--- src/rtl/rate_if.sv ---
// Control/observation bundle for the rate scheduler.
// The control logic drives requests; waveform logic consumes tick/clock_out.
interface rate_if #(
  parameter int CNT_W = 28
);
  logic             enable;
  logic [CNT_W-1:0] div_req;
  logic             div_load;
  logic             clock_out;
  logic             tick;
  logic [CNT_W-1:0] div_active;
  logic             pending;
  logic             running;

  modport master (
    output enable, div_req, div_load,
    input  clock_out, tick, div_active,
    input  pending, running
  );

  modport slave (
    input  enable, div_req, div_load,
    output clock_out, tick, div_active,
    output pending, running
  );
endinterface

--- src/rtl/rate_scheduler.sv ---
// Programmable clock divider; divisor changes only land on a
// period boundary so clock_out never shows a runt or stretched pulse.
module rate_scheduler #(
  parameter int             CNT_W       = 28,
  parameter logic [CNT_W-1:0] DEFAULT_DIV = CNT_W'(10000),
  parameter logic [CNT_W-1:0] MIN_DIV     = CNT_W'(2)
) (
  input  logic clock_in,
  input  logic reset,
  rate_if.slave bus
);

  typedef enum logic [1:0] {
    STOPPED  = 2'd0,
    RUN      = 2'd1,
    RUN_PEND = 2'd2
  } state_t;

  state_t           state_q, state_d;
  logic [CNT_W-1:0] cnt_q, cnt_d;
  logic [CNT_W-1:0] div_active_q, div_active_d;
  logic [CNT_W-1:0] div_pend_q, div_pend_d;
  logic             pending_q, pending_d;
  logic             clk_out_q, clk_out_d;
  logic             tick_q, tick_d;
  logic [CNT_W-1:0] req_clamp;
  logic             wrap;

  assign req_clamp = (bus.div_req < MIN_DIV) ? MIN_DIV : bus.div_req;
  assign wrap      = cnt_q >= (div_active_q - CNT_W'(1));

  always_comb begin
    state_d      = state_q;
    cnt_d        = cnt_q;
    div_active_d = div_active_q;
    div_pend_d   = div_pend_q;
    pending_d    = pending_q;
    clk_out_d    = 1'b0;
    tick_d       = 1'b0;
    case (state_q)
      STOPPED: begin
        cnt_d = '0;
        // Nothing is running, so a new divisor can take effect at once.
        if (bus.div_load) begin
          div_active_d = req_clamp;
          div_pend_d   = req_clamp;
          pending_d    = 1'b0;
        end
        if (bus.enable)
          state_d = pending_d ? RUN_PEND : RUN;
      end
      RUN, RUN_PEND: begin
        if (!bus.enable) begin
          state_d = STOPPED;
          cnt_d   = '0;
        end else if (wrap) begin
          cnt_d = '0;
          if (state_q == RUN_PEND) begin
            div_active_d = div_pend_q;
            pending_d    = 1'b0;
            state_d      = RUN;
          end
        end else begin
          cnt_d = cnt_q + CNT_W'(1);
        end
        // A load on the wrap edge waits for the following boundary.
        if (bus.div_load) begin
          div_pend_d = req_clamp;
          pending_d  = 1'b1;
          if (bus.enable)
            state_d = RUN_PEND;
        end
      end
      default: begin
        state_d = STOPPED;
        cnt_d   = '0;
      end
    endcase
    if (state_d != STOPPED) begin
      tick_d    = (cnt_d == '0);
      clk_out_d = cnt_d < (div_active_d >> 1);
    end
  end

  always_ff @(posedge clock_in or posedge reset) begin
    if (reset) begin
      state_q      <= STOPPED;
      cnt_q        <= '0;
      div_active_q <= DEFAULT_DIV;
      div_pend_q   <= '0;
      pending_q    <= 1'b0;
      clk_out_q    <= 1'b0;
      tick_q       <= 1'b0;
    end else begin
      state_q      <= state_d;
      cnt_q        <= cnt_d;
      div_active_q <= div_active_d;
      div_pend_q   <= div_pend_d;
      pending_q    <= pending_d;
      clk_out_q    <= clk_out_d;
      tick_q       <= tick_d;
    end
  end

  assign bus.clock_out  = clk_out_q;
  assign bus.tick       = tick_q;
  assign bus.div_active = div_active_q;
  assign bus.pending    = pending_q;
  assign bus.running    = (state_q != STOPPED);

endmodule

--- src/flat_wrapper.sv ---
// flat-port wrapper written by rule: the top's interface ports become plain ports
module rate_scheduler_flat 
#(
  parameter int             CNT_W       = 28,
  parameter logic [CNT_W-1:0] DEFAULT_DIV = CNT_W'(10000),
  parameter logic [CNT_W-1:0] MIN_DIV     = CNT_W'(2)
)
  (clock_in, reset, bus_enable, bus_div_req, bus_div_load, bus_clock_out, bus_tick, bus_div_active, bus_pending, bus_running);
  rate_if #(.CNT_W(CNT_W)) bus_i ();
  input  logic clock_in;
  input  logic reset;
  input wire logic [$bits(bus_i.enable)-1:0] bus_enable;
  input wire logic [$bits(bus_i.div_req)-1:0] bus_div_req;
  input wire logic [$bits(bus_i.div_load)-1:0] bus_div_load;
  output wire logic [$bits(bus_i.clock_out)-1:0] bus_clock_out;
  output wire logic [$bits(bus_i.tick)-1:0] bus_tick;
  output wire logic [$bits(bus_i.div_active)-1:0] bus_div_active;
  output wire logic [$bits(bus_i.pending)-1:0] bus_pending;
  output wire logic [$bits(bus_i.running)-1:0] bus_running;
  assign bus_i.enable = bus_enable;
  assign bus_i.div_req = bus_div_req;
  assign bus_i.div_load = bus_div_load;
  assign bus_clock_out = bus_i.clock_out;
  assign bus_tick = bus_i.tick;
  assign bus_div_active = bus_i.div_active;
  assign bus_pending = bus_i.pending;
  assign bus_running = bus_i.running;
  rate_scheduler #(.CNT_W(CNT_W), .DEFAULT_DIV(DEFAULT_DIV), .MIN_DIV(MIN_DIV)) u_core (.clock_in(clock_in), .reset(reset), .bus(bus_i));
endmodule
--- config.mk ---
export PLATFORM = sky130hd
export DESIGN_NAME = rate_scheduler_flat
export DESIGN_NICKNAME = d
export VERILOG_FILES = /design/src/rtl/rate_if.sv /design/src/rtl/rate_scheduler.sv /design/src/flat_wrapper.sv
export SDC_FILE = /design/constraint.sdc
export NUM_CORES = 1
export LEC_CHECK = 0
export CELL_PAD_IN_SITES_DETAIL_PLACEMENT = 1
export CELL_PAD_IN_SITES_GLOBAL_PLACEMENT = 1
export CORE_MARGIN = 2
export CORE_UTILIZATION = 45
export CTS_CLUSTER_SIZE = 14
export DETAILED_ROUTE_END_ITERATION = 10
export MAX_ROUTING_LAYER = met4
export PLACE_DENSITY_LB_ADDON = 0.1
export SLEW_MARGIN = 20
export SYNTH_ARGS = -nofsm -noshare
export SYNTH_HDL_FRONTEND = slang
export SYNTH_SLANG_ARGS = --single-unit
--- constraint.sdc ---
create_clock -name clock_in -period 6.2 [get_ports clock_in]
set_input_delay 0.93 -clock clock_in [delete_from_list [all_inputs] [get_ports clock_in]]
set_output_delay 0.93 -clock clock_in [all_outputs]
set_load 0.005 [all_outputs]
==> impl_metrics.toml, run 1 <==
[grt]
antenna_found_initial = 0
grtUsageTotal_pct = 26.7
grt_overflow_total = 0
grt_max_degree = 63
grt_pass1_wl_um = 29500
first_global_vias = 5465

[worst_setup_path]
cp-start-kind = "flip-flop"
cp_max_fo = 8
max_stage_delay_ps = 430
cp-end-kind = "flip-flop"
crit_top_cell = "nor4_4"
cp_slowest_cell = "or4_1"
critPathArrivalTime_ps = 6180
cp.required_ps = 6490
worstSetupPathType = "flip-flop to flip-flop"

[floorplan]
core_um2 = 13700
initial_core_util_pct = 45.4
io_pins = 64
rows = 43
fp.dieArea_um2 = 14800
die_y_um = 122
die_x_um = 122

[placed_design]
gp_congestion = 0.921
post-dp-hpwl_um = 14700
portBuffers = 63

[sta]
layout_min_cycle_time_ps = 5890
finalHoldViolCount = 0
worstMarginPinSlew_ps = 930
post-route-period-util_pct = 95.0
max_slew_margin_pct = 36.4
drv_slew = 0
skew_ps = 7.78
setup_viol = 0
whs_ps = 495
clock.fmax_mhz = 170
setup-tns-final_ps = 0

[route]
dr_wl_met2_um = 8620
met1_length_um = 9010
vias = 5183
wire_per_inst_um = 20.5
via_per_inst = 5.81
drtIter0Drc = 310
routed_wl_um = 18300
postRouteAntennaNets = 0
dr.pass1.iters = 4
drc = 0
wl_met3_um = 402
top_layer = "met4"

[pwr]
vdd.ir_drop.worst_mv = 0.163
design_power_total_mw = 2.86
cellPowerDensity_nw_per_um2 = 384
p_leak_nw = 3.33

[clocking]
cts_num_sinks = 89
cts_buffers = 9
clk_pin_slew_ps = 70
cts_tree = "yes"
ctsHoldBuffers = 0
clk-insertion-delay-late_ps = 350
clockBufferDepth = 2
cts_root_buffer = "clkbuf_16"
cts_htree_levels = 3

[worst_hold_path]
hold_class = "flip-flop to flip-flop"

[yosys]
synthMuxAreaShare_pct = 5.38
synthArstFlopShare_pct = 100
synth_compound_area_share_pct = 16.6
yosys_warnings = 0
synth_seq_cells = 89
synth-simple-area-share_pct = 19.7
synthDistinctLibCells = 61
synthAdderAreaFrac_pct = 12.0
syn_area_um2 = 6230
synth-edff-count = 0
synth_top_family_by_area = "simple AND/OR/NAND/NOR gates"
synthCells = 640
synth_ff_type = "dfrtp_1"
ys_seq_area_share_pct = 35.8
synth-xor-area-share_pct = 7.59
syn-num-nets = 732
avgSynthCellArea_um2 = 9.74

[layout]
antenna_cells = 0
fin_nets = 799
area_growth_pct = 19.5
drive_above_1_share_pct = 13.8
fillerInstances = 1533

[flow_run]
cap_violations = 0

[outcome]
status = "finished, final reports clean"
placed cells by master, fill, tap and decap left out, types with 3 or more instances in the layout:
master	count
dfrtp_1	84
clkdlybuf4s50_1	63
ha_1	60
nor2_1	57
a21oi_1	46
nand2_1	33
a21o_1	33
xnor2_1	32
mux2_2	28
a22o_1	26
xor2_1	22
nand3_1	20
nor3_1	19
buf_4	17
o21ai_0	16
nor4_1	13
and3_1	13
inv_1	9
clkbuf_16	9
nand2b_1	7
nand4_1	7
nand3b_1	6
nor4_4	5
and2_1	5
a31oi_1	5
nor2b_1	5
dfstp_2	5
a21oi_2	4
or4_1	4
inv_6	4
nand2_2	3
a211oi_1	3
or3_1	3
a221o_1	3
o21a_1	3
where the power goes:
| group | switching (mW) | total, mW | internal [mW] | leakage, nW |
|---|---|---|---|---|
| Sequential | 0.185 | 0.910 | 0.725 | 1.13 |
| Clock | 0.255 | 0.536 | 0.281 | 0.136 |
| Combinational | 0.750 | 1.41 | 0.662 | 2.07 |
| Total | 1.19 | 2.86 | 1.67 | 3.33 |
critical path, delay by kind of cell, from the launching register on:
kind / cells / cell delay (ps)
fa+ha+maj: 2 / 570
xor+xnor: 1 / 160
flops: 1 / 410
buf+inv: 1 / 180
simple gates: 12 / 2550
compound gates: 10 / 1920
state kept, by name (all words and copies together) (netlist names):
register	count
u_core.div_pend_q	28
u_core.state_q	2
u_core.bus.div_active	28
u_core.bus.tick	1
u_core.bus.clock_out	1
u_core.bus.pending	1
u_core.cnt_q	28
metal layers:
layer	GRT usage, %	vias up
met5	-	-
met4	7.33	0
met3	2.57	18
met2	41.5	67
met1	37.6	2601
li1	-	2497
cell usage after synthesis (3+ instances only):
cell | n | area share, %
a211oi_1 | 3 | 0.36
a21o_1 | 33 | 4.0
a21oi_1 | 50 | 4.0
a221o_1 | 3 | 0.48
a22o_1 | 26 | 3.7
a31oi_1 | 5 | 0.50
and2_1 | 5 | 0.50
and3_1 | 13 | 1.3
and4_1 | 3 | 0.42
buf_2 | 11 | 0.88
buf_6 | 4 | 0.72
clkbuf_1 | 9 | 0.54
dfrtp_1 | 84 | 34
dfstp_2 | 5 | 2.1
ha_1 | 60 | 12
inv_1 | 10 | 0.60
mux2_2 | 28 | 5.1
nand2_1 | 34 | 2.0
nand2b_1 | 7 | 0.70
nand3_1 | 20 | 1.6
nand3b_1 | 6 | 0.72
nand4_1 | 7 | 0.70
nor2_1 | 57 | 3.4
nor2b_1 | 5 | 0.50
nor3_1 | 19 | 1.5
nor4_1 | 14 | 1.4
nor4_2 | 3 | 0.60
o21a_1 | 3 | 0.36
o21ai_0 | 17 | 1.4
or3_1 | 3 | 0.30
or4_1 | 4 | 0.48
xnor2_1 | 32 | 4.5
xor2_1 | 22 | 3.1
path summary, 6_finish.rpt:
check / from / to / slack, ps / depth (start not counted)
max in group asynchronous: reset / u_core.cnt_q[7] / 4070 / 3
max reg2reg: u_core.bus.div_active[2] / u_core.bus.clock_out / 310 / 26
min reg2reg: u_core.div_pend_q[0] / u_core.div_pend_q[0] / 490 / 2
max: u_core.bus.div_active[2] / u_core.bus.clock_out / 310 / 26
min in group asynchronous: reset / u_core.div_pend_q[20] / 910 / 2
min: u_core.div_pend_q[0] / u_core.div_pend_q[0] / 490 / 2
layout make-up:
type                       instances  area [um2]  area share [%]
clock buffer                      10         229            3.07
clock inverter                     6        53.8           0.722
inverter                          10        38.8           0.520
multi-input combinational        515        3880            52.1
sequential                        89        2230            30.0
tap                              180         225            3.02
timing repair buffer              82         790            10.6
cell families after synthesis:
logic type	Yosys count
buffers and inverters	36
multiplexers	30
XOR/XNOR	54
flip-flops	89
adder cells (fa/ha/maj)	60
AO/OA/AOI/OAI	152
AND/OR/NAND/NOR	219
per-stage QoR:
| stage | area, um2 | std cells | utilization [%] | worst slack (ps) |
|---|---|---|---|---|
| finish | 7450 | 892 | 54.3 | 313 |
| global route | 7450 | 892 | 54.3 | -9.67 |
| CTS | 7370 | 889 | 53.7 | 39.0 |
| detailed placement | 7080 | 873 | 51.6 | 72.4 |
| global placement | 7080 | 873 | 51.6 | 321 |
| floorplan | 6230 | 640 | - | 614 |
repair_timing:
action                     in CTS  in global routing
hold endpoints to repair        0                  0
setup endpoints to repair       0                  1
buffers inserted                0                  3
resized for setup               0                 14
Note: power is estimated with default switching activity, not from simulation.
==> run 2, diff against run 1 <==
CAP_MARGIN = 15   (was default)
CELL_PAD_IN_SITES_DETAIL_PLACEMENT = default   (was 1)
CELL_PAD_IN_SITES_GLOBAL_PLACEMENT = default   (was 1)
CORE_UTILIZATION = 58   (was 45)
PLACE_DENSITY = 0.81   (was default)
PLACE_DENSITY_LB_ADDON = default   (was 0.1)
==> run 2 against run 1 <==
Against the previous run: clock-buffer cell count rose by 4; sequential share of layout area is 0.91 points higher; core utilization grew 15 points; setup slack gained 30 ps; clock skew up 4.1 ps; critical path depth is 1 lower; clock power is 28% lower.
==> impl_metrics.toml, run 2 (synthesized netlist as in run 1, its figures left out) <==
[route]
postRouteAntennaNets = 0
drc = 0
drtIter0Drc = 396
wire_per_inst_um = 18.6
routed_wl_um = 15700
via_per_inst = 6.11
dr.pass1.iters = 5
vias = 5153

[worst_setup_path]
critPathArrivalTime_ps = 6150
r2r_end = "u_core.bus.clock_out"
startpoint = "u_core.bus.div_active[5]"
cp.required_ps = 6490
cp-end-kind = "flip-flop"
cp_slowest_cell = "dfrtp_1"
reg2reg_slack_ps = 340
cp-endpoint = "u_core.bus.clock_out"
rr_startpoint = "u_core.bus.div_active[5]"
max_stage_delay_ps = 470
cp_max_fo = 10
cp-start-kind = "flip-flop"
worstSetupPathType = "flip-flop to flip-flop"
r2r_cells = 25

[pwr]
seqPwrFrac_pct = 35.2
power.internal_mw = 1.53
switching_share_pct = 40.9
power.share.clock_pct = 14.8
power_frac_comb_pct = 50.0
vdd.ir_drop.worst_mv = 0.203
switching_power_mw = 1.06
p_leak_nw = 3.27
cellPowerDensity_nw_per_um2 = 359

[floorplan]
die_x_um = 108
initial_core_util_pct = 60.1
fp.dieArea_um2 = 11600
core_um2 = 10400
die_y_um = 108
io_pins = 64
rows = 37

[sta]
max_slew_margin_pct = 44.2
finalHoldViolCount = 0
whs_ps = 511
post-route-period-util_pct = 94.5
worstMarginPinSlew_ps = 836
skew_ps = 11.9
setup_viol = 0
clock.fmax_mhz = 171
layout_min_cycle_time_ps = 5860
drv_slew = 0

[clocking]
ctsHoldBuffers = 0
cts_num_sinks = 89
clk_pin_slew_ps = 80
cts_root_buffer = "clkbuf_8"
cts_htree_levels = 3
cts_buffers = 9
cts_tree = "yes"
clockBufferDepth = 2
clk-insertion-delay-late_ps = 360

[flow_run]
cap_violations = 0

[grt]
grtUsageTotal_pct = 28.6
antenna_found_initial = 0
grt_max_degree = 67
grt_overflow_total = 0
first_global_vias = 5016
grt_pass1_wl_um = 25000

[worst_hold_path]
whs_path_depth = 1
hold_start = "u_core.div_pend_q[11]"
hold_class = "flip-flop to flip-flop"

[layout]
utilization_pct = 69.8
fin_nets = 795
layout_commonest_cell = "dfrtp_1"
antenna_cells = 0
area_growth_pct = 16.0
drive_above_1_share_pct = 12.6
fillerInstances = 778
final_cell_mix = "dfrtp_1, clkdlybuf4s50_1, ha_1"

[placed_design]
portBuffers = 63
post-dp-hpwl_um = 12100
gp_congestion = 0.901

[outcome]
status = "finished, final reports clean"
==> run 2: cell types whose count changed in the layout (fill, tap and decap cells not counted), moves of 3 or more <==
| cell | before | now |
|---|---|---|
| a21oi_1 | 46 | 50 |
| buf_4 | 17 | 14 |
| clkbuf_16 | 9 | 0 |
| inv_6 | 4 | 0 |
| clkbuf_8 | 0 | 12 |
| a21oi_2 | 4 | 0 |
==> run 2: what timing repair did <==
action | CTS | global route
resized for setup | 0 | 8
buffers inserted | 0 | 3
endpoints found under the setup margin | 0 | 1
==> run 2: layer usage <==
layer	vias up	share of wire, %	GRT usage (%)
li1	2481	-	-
met1	2495	47	40.3
met2	150	47	43.5
met3	27	4.6	3.09
met4	0	1.7	8.97
met5	-	0	-
==> run 2: worst max-delay path: cells and delay by family, from the launching register on <==
kind                     cells  cell delay, ps
XOR/XNOR                     1             100
flip-flops                   1             470
buffers and inverters        1             190
AO/OA/AOI/OAI                9            1420
adder cells (fa/ha/maj)      2             600
AND/OR/NAND/NOR             12            2980
==> run 2: power groups by stage <==
stage | clock network, mW | logic [mW] | registers [mW]
2_1_floorplan | 0 | 0.836 | 0.867
3_3_place_gp | 0 | 1.21 | 0.908
3_5_place_dp | 0 | 1.25 | 0.913
4_1_cts | 0.386 | 1.27 | 0.903
5_1_grt | 0.405 | 1.42 | 0.930
6_report | 0.385 | 1.30 | 0.914
==> run 2: cell type report <==
type                            count  area, um2  share of cell area, %
Clock buffer                       14        173                   2.39
Multi-Input combinational cell    515       3860                   53.3
Timing Repair Buffer               78        747                   10.3
Sequential cell                    89       2230                   30.9
Clock inverter                      2       12.5                  0.173
Inverter                           10       38.8                  0.536
Tap cell                          136        170                   2.35
==> run 2: worst min path at each step <==
| stage | endpoint | slack (ps) |
|---|---|---|
| 2_1_floorplan | u_core.div_pend_q[1] | 440 |
| 3_3_place_gp | u_core.div_pend_q[1] | 460 |
| 3_5_place_dp | u_core.div_pend_q[1] | 480 |
| 4_1_cts | u_core.div_pend_q[1] | 500 |
| 5_1_grt | u_core.div_pend_q[12] | 530 |
| 6_report | u_core.div_pend_q[11] | 510 |
==> run 2: per-stage QoR <==
step                      setup slack (ps)  power (mW)  instances  setup TNS [ps]  instance area, um2
after floorplan                        614        1.70        640               0                6230
after global placement                 359        2.11        825               0                6990
after detailed placement              95.2        2.17        825               0                6990
after CTS                             29.6        2.55        841               0                7170
after global routing                 -2.40        2.76        844           -2.40                7230
final                                  343        2.60        844               0                7230
